## src/rtl/muldiv_pkg.sv

```systemverilog
// muldiv_pkg: op encodings, FSM states and op-class helpers for the iterative mul/div unit
package muldiv_pkg;
  localparam logic [2:0] MD_MUL    = 3'b000;
  localparam logic [2:0] MD_MULH   = 3'b001;
  localparam logic [2:0] MD_MULHSU = 3'b010;
  localparam logic [2:0] MD_MULHU  = 3'b011;
  localparam logic [2:0] MD_DIV    = 3'b100;
  localparam logic [2:0] MD_DIVU   = 3'b101;
  localparam logic [2:0] MD_REM    = 3'b110;
  localparam logic [2:0] MD_REMU   = 3'b111;
  typedef enum logic [2:0] {IDLE, PREP, CALC, FIX, DONE} md_state_t;
  function automatic logic is_div(input logic [2:0] op);
    return op[2];
  endfunction
  function automatic logic is_rem(input logic [2:0] op);
    return op[2] & op[1];
  endfunction
  function automatic logic is_signed_a(input logic [2:0] op);
    return op == MD_MULH || op == MD_MULHSU || op == MD_DIV || op == MD_REM;
  endfunction
  function automatic logic is_signed_b(input logic [2:0] op);
    return op == MD_MULH || op == MD_DIV || op == MD_REM;
  endfunction
endpackage

```

## src/rtl/muldiv_negate.sv

```systemverilog
// muldiv_negate: conditional two's-complement negate
module muldiv_negate #(
  parameter int W = 64
) (
  input  logic [W-1:0] din,
  input  logic         neg,
  output logic [W-1:0] dout
);
  assign dout = neg ? -din : din;
endmodule

```

## src/rtl/muldiv_iter.sv

```systemverilog
// muldiv_iter: iterative RISC-V M-extension multiply/divide; MULDIV_FAST_MUL_EN selects a single-cycle multiplier
module muldiv_iter
  import muldiv_pkg::*;
#(
  parameter int XLEN = 64
) (
  input  logic            clk,
  input  logic            rst,
  input  logic            in_valid,
  output logic            in_ready,
  input  logic [2:0]      op,
  input  logic [XLEN-1:0] a,
  input  logic [XLEN-1:0] b,
  output logic            out_valid,
  input  logic            out_ready,
  output logic [XLEN-1:0] result,
  output logic            busy
);
  localparam int CNT_W = $clog2(XLEN) + 1;
  md_state_t         state;
  logic [2:0]        op_q;
  logic [XLEN-1:0]   a_q, b_q, mcand, ma, mb, fix_res;
  logic [2*XLEN-1:0] acc, acc_nxt, fix_in, fix_out, fast_prod;
  logic [CNT_W-1:0]  cnt;
  logic [XLEN:0]     div_sh, div_sub, mul_sum;
  logic              neg_q, sa, sb, div_zero, div_ovf, fast;
  assign in_ready  = state == IDLE;
  assign out_valid = state == DONE;
  assign busy      = state != IDLE;
  assign sa = is_signed_a(op_q) & a_q[XLEN-1];
  assign sb = is_signed_b(op_q) & b_q[XLEN-1];
  muldiv_negate #(.W(XLEN)) u_neg_a (.din(a_q), .neg(sa), .dout(ma));
  muldiv_negate #(.W(XLEN)) u_neg_b (.din(b_q), .neg(sb), .dout(mb));
  assign div_zero = is_div(op_q) && b_q == '0;
  assign div_ovf  = is_div(op_q) && !op_q[0] && a_q == {1'b1, {(XLEN-1){1'b0}}} && b_q == '1;
`ifdef MULDIV_FAST_MUL_EN
  assign fast      = !is_div(op_q);
  assign fast_prod = {{XLEN{1'b0}}, ma} * {{XLEN{1'b0}}, mb};
`else
  assign fast      = 1'b0;
  assign fast_prod = '0;
`endif
  // one iteration: shift-add for multiply, restoring subtract with guard bit for divide
  always_comb begin
    mul_sum = {1'b0, acc[2*XLEN-1:XLEN]} + {1'b0, acc[0] ? mcand : {XLEN{1'b0}}};
    div_sh  = {acc[2*XLEN-1:XLEN], acc[XLEN-1]};
    div_sub = div_sh - {1'b0, mcand};
    acc_nxt = is_div(op_q)
      ? {div_sub[XLEN] ? div_sh[XLEN-1:0] : div_sub[XLEN-1:0], acc[XLEN-2:0], ~div_sub[XLEN]}
      : {mul_sum, acc[XLEN-1:1]};
  end
  // sign fix and half selection of the final product, quotient or remainder
  always_comb begin
    fix_in  = is_div(op_q) ? {{XLEN{1'b0}}, is_rem(op_q) ? acc[2*XLEN-1:XLEN] : acc[XLEN-1:0]} : acc;
    fix_res = (is_div(op_q) || op_q == MD_MUL) ? fix_out[XLEN-1:0] : fix_out[2*XLEN-1:XLEN];
  end
  muldiv_negate #(.W(2*XLEN)) u_neg_fix (.din(fix_in), .neg(neg_q), .dout(fix_out));
  // control FSM and datapath registers; special cases and fast products skip CALC and commit via FIX
  always_ff @(posedge clk or posedge rst) begin
    if (rst) begin
      state  <= IDLE;
      op_q   <= '0;
      a_q    <= '0;
      b_q    <= '0;
      mcand  <= '0;
      acc    <= '0;
      cnt    <= '0;
      neg_q  <= 1'b0;
      result <= '0;
    end else begin
      case (state)
        IDLE: if (in_valid) begin
          op_q  <= op;
          a_q   <= a;
          b_q   <= b;
          state <= PREP;
        end
        PREP: begin
          cnt   <= CNT_W'(XLEN);
          mcand <= is_div(op_q) ? mb : ma;
          neg_q <= !(div_zero || div_ovf) && (is_rem(op_q) ? sa : sa ^ sb);
          acc   <= div_zero ? {a_q, {XLEN{1'b1}}}
                 : div_ovf  ? {{XLEN{1'b0}}, a_q}
                 : fast     ? fast_prod
                 : {{XLEN{1'b0}}, is_div(op_q) ? ma : mb};
          state <= (div_zero || div_ovf || fast) ? FIX : CALC;
        end
        CALC: begin
          acc   <= acc_nxt;
          cnt   <= cnt - CNT_W'(1);
          state <= cnt == CNT_W'(1) ? FIX : CALC;
        end
        FIX: begin
          result <= fix_res;
          state  <= DONE;
        end
        DONE: if (out_ready) state <= IDLE;
        default: state <= IDLE;
      endcase
    end
  end
endmodule

```

## config.mk

```make
export PLATFORM = sky130hd
export DESIGN_NAME = muldiv_iter
export DESIGN_NICKNAME = d
export VERILOG_FILES = /design/src/rtl/muldiv_pkg.sv /design/src/rtl/muldiv_negate.sv /design/src/rtl/muldiv_iter.sv
export SDC_FILE = /design/constraint.sdc
export NUM_CORES = 2
export LEC_CHECK = 0
export CORE_MARGIN = 10
export CORE_UTILIZATION = 60
export CTS_CLUSTER_SIZE = 16
export DETAILED_ROUTE_END_ITERATION = 10
export GPL_TIMING_DRIVEN = 0
export PLACE_DENSITY_LB_ADDON = 0.15
export SYNTH_ARGS = -nofsm -noshare
export SYNTH_HDL_FRONTEND = slang
export SYNTH_SLANG_ARGS = --single-unit
```

## constraint.sdc

```tcl
create_clock -name clk -period 16.3 [get_ports clk]
set_clock_uncertainty 0.15 [all_clocks]
set_input_delay 1.63 -clock clk [delete_from_list [all_inputs] [get_ports clk]]
set_output_delay 1.63 -clock clk [all_outputs]
set_load 0.05 [all_outputs]
```

### Yosys cells after proc, flatten, opt, wreduce, memory -nomap -nowiden

Index checks and enable logic that the tools add are counted.

| cells by class | value |
|---|---|
| add/sub/neg operators | 6 |
| equal/unequal tests | 13 |
| muxes and demuxes | 21 |
| bitwise gates (word level) | 5 |
| reduce and logical (&&, ||, !) cells | 21 |

Operator list:

| cell | count |
|---|---|
| $mux 64 | 9 |
| $mux 128 | 4 |
| $pmux 128 s2 | 1 |
| $eq 64x64->1 const B | 2 |
| $neg 128->128 | 1 |
| $neg 64->64 | 2 |
| $add 64x64->65 | 1 |
| $sub 65x64->65 | 1 |
| $logic_not 64->1 | 1 |
| $pmux 3 s5 | 1 |
| $pmux 7 s2 | 1 |
| $eq 3x2->1 const B | 3 |
| $eq 3x3->1 const B | 3 |
| $eq 7x1->1 const B | 1 |
| $logic_or 1x1->1 | 7 |
| $sub 7x1->7 const B | 1 |
| $eq 3x1->1 const B | 2 |
| $logic_not 3->1 | 2 |
| $mux 3 | 2 |
| $logic_and 1x1->1 | 5 |
| $reduce_and 2->1 | 2 |
| $and 1x1->1 | 3 |
| $mux 1 | 3 |
| $reduce_bool 3->1 | 1 |
| other kinds (6) | 7 |

| storage, ports and cells | value |
|---|---|
| register bits | 398 |
| input port bits | 135 |
| output and inout bits | 67 |
| logic and storage cells | 75 |

### Depth between registers and ports, before layout

| depth | value |
|---|---|
| depth after elaboration | 10 |
| mapped depth | 22 |
| mapped depth without buffers | 16 |

### Cells and area by module

Synthesis repeated with hierarchy kept, for this count alone.

| unflattened totals | value |
|---|---|
| cells, all modules | 4191 |
| area total of the unflattened synthesis | 35808.1 um^2 |

By module, submodules not included:

| module | times used | cells an instance | area each (um^2) | seq. area each (um^2) |
|---|---|---|---|---|
| muldiv_iter | 1 | 3256 | 29300.6 | 9959.6 |
| muldiv_negate at u_neg_fix | 1 | 539 | 3599.7 | 0.0 |
| muldiv_negate at u_neg_a ... | 2 | 198 | 1453.9 | 0.0 |

### Least setup slack after synthesis

OpenSTA, ideal clock, no wires.

| timing path | value |
|---|---|
| path type | register -> register |
| from | register op_q[1] |
| to | register result[34] |
| library setup time | 0.129 ns |
| data arrival time | 5.153 ns |
| required time | 16.021 ns |
| path slack | 10.868 ns |
| stages on the path, launching flop included | 22 |
| buffers on the path | 6 |
| period minus slack after synthesis | 5.432 ns |
| path through | dfrtp_1 > nand2_2 > buf_6 > buf_6 > buf_1 > clkbuf_1 > buf_1 > mux2i_1 > ha_1 > inv_1 > a211oi_1 > nand4b_1 > or4_1 > clkbuf_1 > and4b_1 > nor3b_1 > nand2b_1 > or3_1 > o31ai_1 > xnor2_1 > a21oi_1 > o21ai_1 |

| on the way | value |
|---|---|
| word-level cells in the longest chain between the ends | 6 |
| elaborated cells between the ends (all ways) | 8 |
| those cells by class | add/sub: 1; mux: 4; bitwise: 1; reduce/logical: 2 |

Ends and longest elaborated chain:

| item | RTL line | RTL |
|---|---|---|
| start: declaration | muldiv_iter.sv:21 | `logic [2:0] op_q;` |
| start signal: assignment | muldiv_iter.sv:73 | `op_q <= op;` |
| $and 1x1->1 | muldiv_pkg.sv:16 | `return op[2] & op[1];` |
| $mux 64 | muldiv_iter.sv:54 | `fix_in = is_div(op_q) ? {{XLEN{1'b0}}, is_rem(op_q) ? acc[2*XLEN-1:XLEN] : acc[XLEN-1:0]} : acc;` |
| $mux 128 | muldiv_iter.sv:54 |  |
| $neg 128->128 | muldiv_negate.sv:9 | `assign dout = neg ? -din : din;` |
| $mux 128 | muldiv_negate.sv:9 |  |
| $mux 64 * | muldiv_iter.sv:55 | `fix_res = (is_div(op_q) \|\| op_q == MD_MUL) ? fix_out[XLEN-1:0] : fix_out[2*XLEN-1:XLEN];` |
| end signal: assignment | muldiv_iter.sv:94 | `result <= fix_res;` |
| end: declaration | muldiv_iter.sv:16 | `output logic [XLEN-1:0] result,` |

Every way passes the cells marked *; elsewhere a longest branch is shown, timed or not.
A chain may end at the register's enable or synchronous reset.

### Worst setup path after layout

| timing path | value |
|---|---|
| from | register op_q[1] |
| to | register result[40] |

Same word-level chain as after synthesis.

==> summary.md <==
| Metric | Value |
|---|---|
| Initial core utilization | `approximately 61%` |
| TritonRoute pass-1 iters | `9` |
| Rel. slew slack | `-3.08%` |
| Leakage power | `17.8 nW` |
| Failing checks | `max-capacitance violations, max-slew violations` |
| Critical path data arrival time | `between 8000 and 9000 ps` |
| Critical Path Fanout Max | `10` |
| Net count after synthesis | `about 4600` |
| Dpl ws | `8350 ps` |
| Yosys top cell by area | `dfrtp_1` |
| WL/cell | `roughly 33 µm` |
| Wirelength, routed | `176000 µm` |
| Area share of the largest cell type after synthesis | `about 29%` |
| Die Y | `roughly 260 µm` |
| Max Fclk | `118 MHz` |
| Post-Syn Area | `approximately 34000 µm²` |
| DR DRC count | `0` |
| Met3 Usage GRT | `roughly 25%` |
| Post-CTS setup buffer count | `0` |
| Syn Inst Count | `4346` |
| Top cell family by delay on the critical path | `buffers and inverters` |
| Slew at the pin closest to its max-slew limit | `1550 ps` |
| Final count of hold timing violations | `0` |
| CTS Sinks | `between 300 and 400` |
| CP Data Required Time | `16620 ps` |
| Status | `complete, but fails checks` |
| Critical-path cell list | `nand2_2, buf_6, buf_6, buf_1, clkbuf_1, buf_1, mux2i_1, ha_1, inv_1, a211oi_1, nand4b_1, or4_1, clkbuf_1, nand3b_1, or2_1, clkbuf_1, nor3_2, nand2_1, o31ai_1, xnor2_1, a21oi_1, o21ai_1` |
| Hold_buf cts | `0` |
| Largest stage delay, worst path | `roughly 740 ps` |
| Row Count | `a little under 90` |
| Vias in the first global route | `~37000` |
| Antenna violations before repair | `16` |
| Fin crit share | `a little over half` |
| Proportion of layout cells with a drive suffix above 1 | `under 10%` |
| Met2 Use GR | `a little over two thirds` |
| Clock root buffer | `clkbuf_16` |
| Worst-skew pair later-pin latency | `~640 ps` |
| Yosys warns | `0` |
| DR vias/cell | `roughly 7.4` |
| IO buf count | `201` |
| Die width | `around 260 µm` |
| Switch Pwr | `around 0.5 mW` |
| Total global routing overflow | `0` |
| Buf/Inv on CP | `8` |
| Crit. End Element | `flip-flop` |
| Worst path slowest cell | `buf_1` |
| Power Density | `between 50 and 60 nW/µm²` |
| Worst-case clock buffer depth | `3` |
| Most used cell, CP | `clkbuf_1` |
| Sequential share of power | `between 40 and 50%` |
| Initial DRC Count | `just under 7000` |
| Yosys reg bits | `between 300 and 400` |
| Post-synthesis cell type count | `92` |
| Minimum clock period | `between 8000 and 9000 ps` |
| Setup slack, reg-to-reg | `7820 ps` |
| Switch share | `between 20% and 30%` |
| Post-CTS sizing | `0` |
| Final setup margin | `between 7000 and 8000 ps` |
| Nets | `between 4000 and 5000` |
| Largest net degree at the start of global routing | `about 130` |
| DIE AREA | `approximately 67000 µm²` |
| CTS tree | `done` |
| Core area | `56600 µm²` |
| GR peak layer | `met2` |
| Post-Syn Area per Cell | `7.91 µm²` |
| Logic pwr share | `~2.7%` |
| Worst hold path class | `reg -> reg` |
| Unrepaired setup endpoints after global routing | `no` |
| Fill cells | `roughly 4600` |
| Max-Cap Viols | `1` |
| Setup Crit Path Kind | `reg -> reg` |
| Ys async rst share | `100%` |
| Top_reg_cell synth | `dfrtp_1` |
| First-pass GRT wire length | `around 250000 µm` |
| Area delta synth->final | `13.4%` |
| Peak VDD IR | `~0.081 mV` |
| All-layer global routing usage | `50.2%` |
| Final GP Congestion | `between 1 and 1.5` |
| Antenna violation net count after detailed routing | `0` |
| Detailed Place HPWL | `134000 µm` |
| Cells after DPL | `about 5300` |
| Final setup fails | `0` |
| Seq/Total Area, Yosys | `29.0%` |
| Clk network pwr share | `between 50% and 60%` |
| Met1 GRT Util | `between 50 and 60%` |
| Io pins | `202` |
| CTS H-tree depth | `2` |
| Post-route insts no fill | `~5400` |
| Ranking of synthesized cells by area | `dfrtp_1 (29%), o21ai_0 (6.6%), a21oi_1 (5.8%)` |
| Post-synth EDFFs | `0` |
| CP Launch Type | `flip-flop` |
| CTS buffer count | `46` |
| Final Max Tran Viols | `11` |
| CTS clk-pin slew, worst paths | `roughly 60 ps` |
| Total number of vias | `~40000` |
| TNS Setup | `0 ps` |
| Pint | `~1.6 mW` |
-- worst paths after layout --
kind / start / end / cells after the start
max: op_q[1] / result[40] / 22
min: result[5] / result[5] / 2
max reg2reg: op_q[1] / result[40] / 22
min reg2reg: result[5] / result[5] / 2
max in group asynchronous: rst / acc[44] / 4
min in group asynchronous: rst / a_q[4] / 2
-- placed cells by master, fill, tap and decap left out, drive strengths merged, types with 14 or more instances in the layout --
master / netlist / routed
xor2: 155 / 155
a221oi: 23 / 23
a21oi: 401 / 401
and2: 88 / 88
o21a: 14 / 14
clkbuf: 259 / 326
buf: 48 / 51
clkdlybuf4s50: 0 / 201
o211ai: 76 / 76
a21o: 91 / 91
diode: 0 / 15
a221o: 15 / 15
or4: 22 / 22
xnor2: 197 / 197
a31oi: 50 / 50
a22oi: 40 / 40
mux2: 135 / 135
inv: 122 / 122
ha: 134 / 134
o221ai: 28 / 28
nor4: 40 / 40
a211oi: 59 / 59
nand2b: 38 / 38
dfrtp: 398 / 398
nand3: 68 / 68
o41ai: 21 / 21
nand2: 441 / 441
o21bai: 26 / 26
o21ai: 458 / 458
o31ai: 49 / 49
and3: 21 / 21
nor2b: 20 / 20
or3: 29 / 29
nand4: 60 / 60
or2: 17 / 17
mux2i: 128 / 128
nor3: 85 / 85
nor2: 362 / 362
-- state kept, by name, summed over array words and instances (netlist names) --
register	flops
b_q	64
cnt	7
a_q	64
result	64
neg_q	1
mcand	64
op_q	3
acc	128
state	3
-- synthesized netlist by cell type (50+ instances only) --
library cell  count
a211oi_1         59
mux2i_1         126
nor2_1          362
a31oi_1          50
ha_1            134
nand3_1          68
mux2_2          135
xnor2_1         197
nand2_1         440
o21ai_0         454
o211ai_1         75
nand4_1          59
a21oi_1         401
and2_1           88
nor3_1           82
xor2_1          155
a21o_1           91
clkbuf_1        259
dfrtp_1         398
inv_1           121
-- power groups by stage --
stage,Combinational [mW],Sequential [mW],Clock [mW]
floorplan,0.0146,1.01,0
global placement,0.0520,1.01,0
detailed placement,0.0562,1.01,0
CTS,0.0567,0.988,1.05
global route,0.0608,0.988,1.09
finish,0.0563,0.988,1.08
-- metrics by stage --
step | cell area (µm²) | utilization (%) | hold slack (ps) | total power [mW]
finish | 39000 | 68.9 | 322 | 2.12
global route | 38900 | 68.8 | 338 | 2.13
CTS | 38900 | 68.8 | 327 | 2.09
detailed placement | 37400 | 66.1 | 314 | 1.06
global placement | 37300 | 65.9 | 309 | 1.06
floorplan | 34400 | - | 297 | 1.02
-- worst min-delay path, stage by stage, from the launching register on --
cell     delay (ps)
dfrtp_1         340
nand2_1          50
nand2_1          50
-- cell type report --
cell class	instances	area (µm²)	area share [%]
clock buffers	67	1370	3.53
inverters	123	469	1.20
diodes	15	37.5	0.0963
plain buffers	307	1190	3.06
multi-input cells	3518	22800	58.4
clock inverters	16	130	0.334
repair buffers	204	2090	5.37
well taps	756	946	2.43
flip-flops and latches	398	9960	25.6
-- per-layer routing --
layer / part of all wire, % / vias to the layer above / wire length, µm
met2: 39 / 4023 / 68600
met3: 17 / 1248 / 30700
met1: 33 / 18300 / 58200
li1: - / 16300 / -
met4: 11 / 14 / 18500
met5: 0.094 / - / 166
-- kinds of logic after synthesis --
group,synth area share [%]
AO/OA/AOI/OAI,25.5
AND/OR/NAND/NOR,18.6
buffers and inverters,4.82
flip-flops,29.0
XOR/XNOR,8.97
multiplexers,8.20
adder cells (fa/ha/maj),4.99
Note: power is estimated with default switching activity, not from simulation.
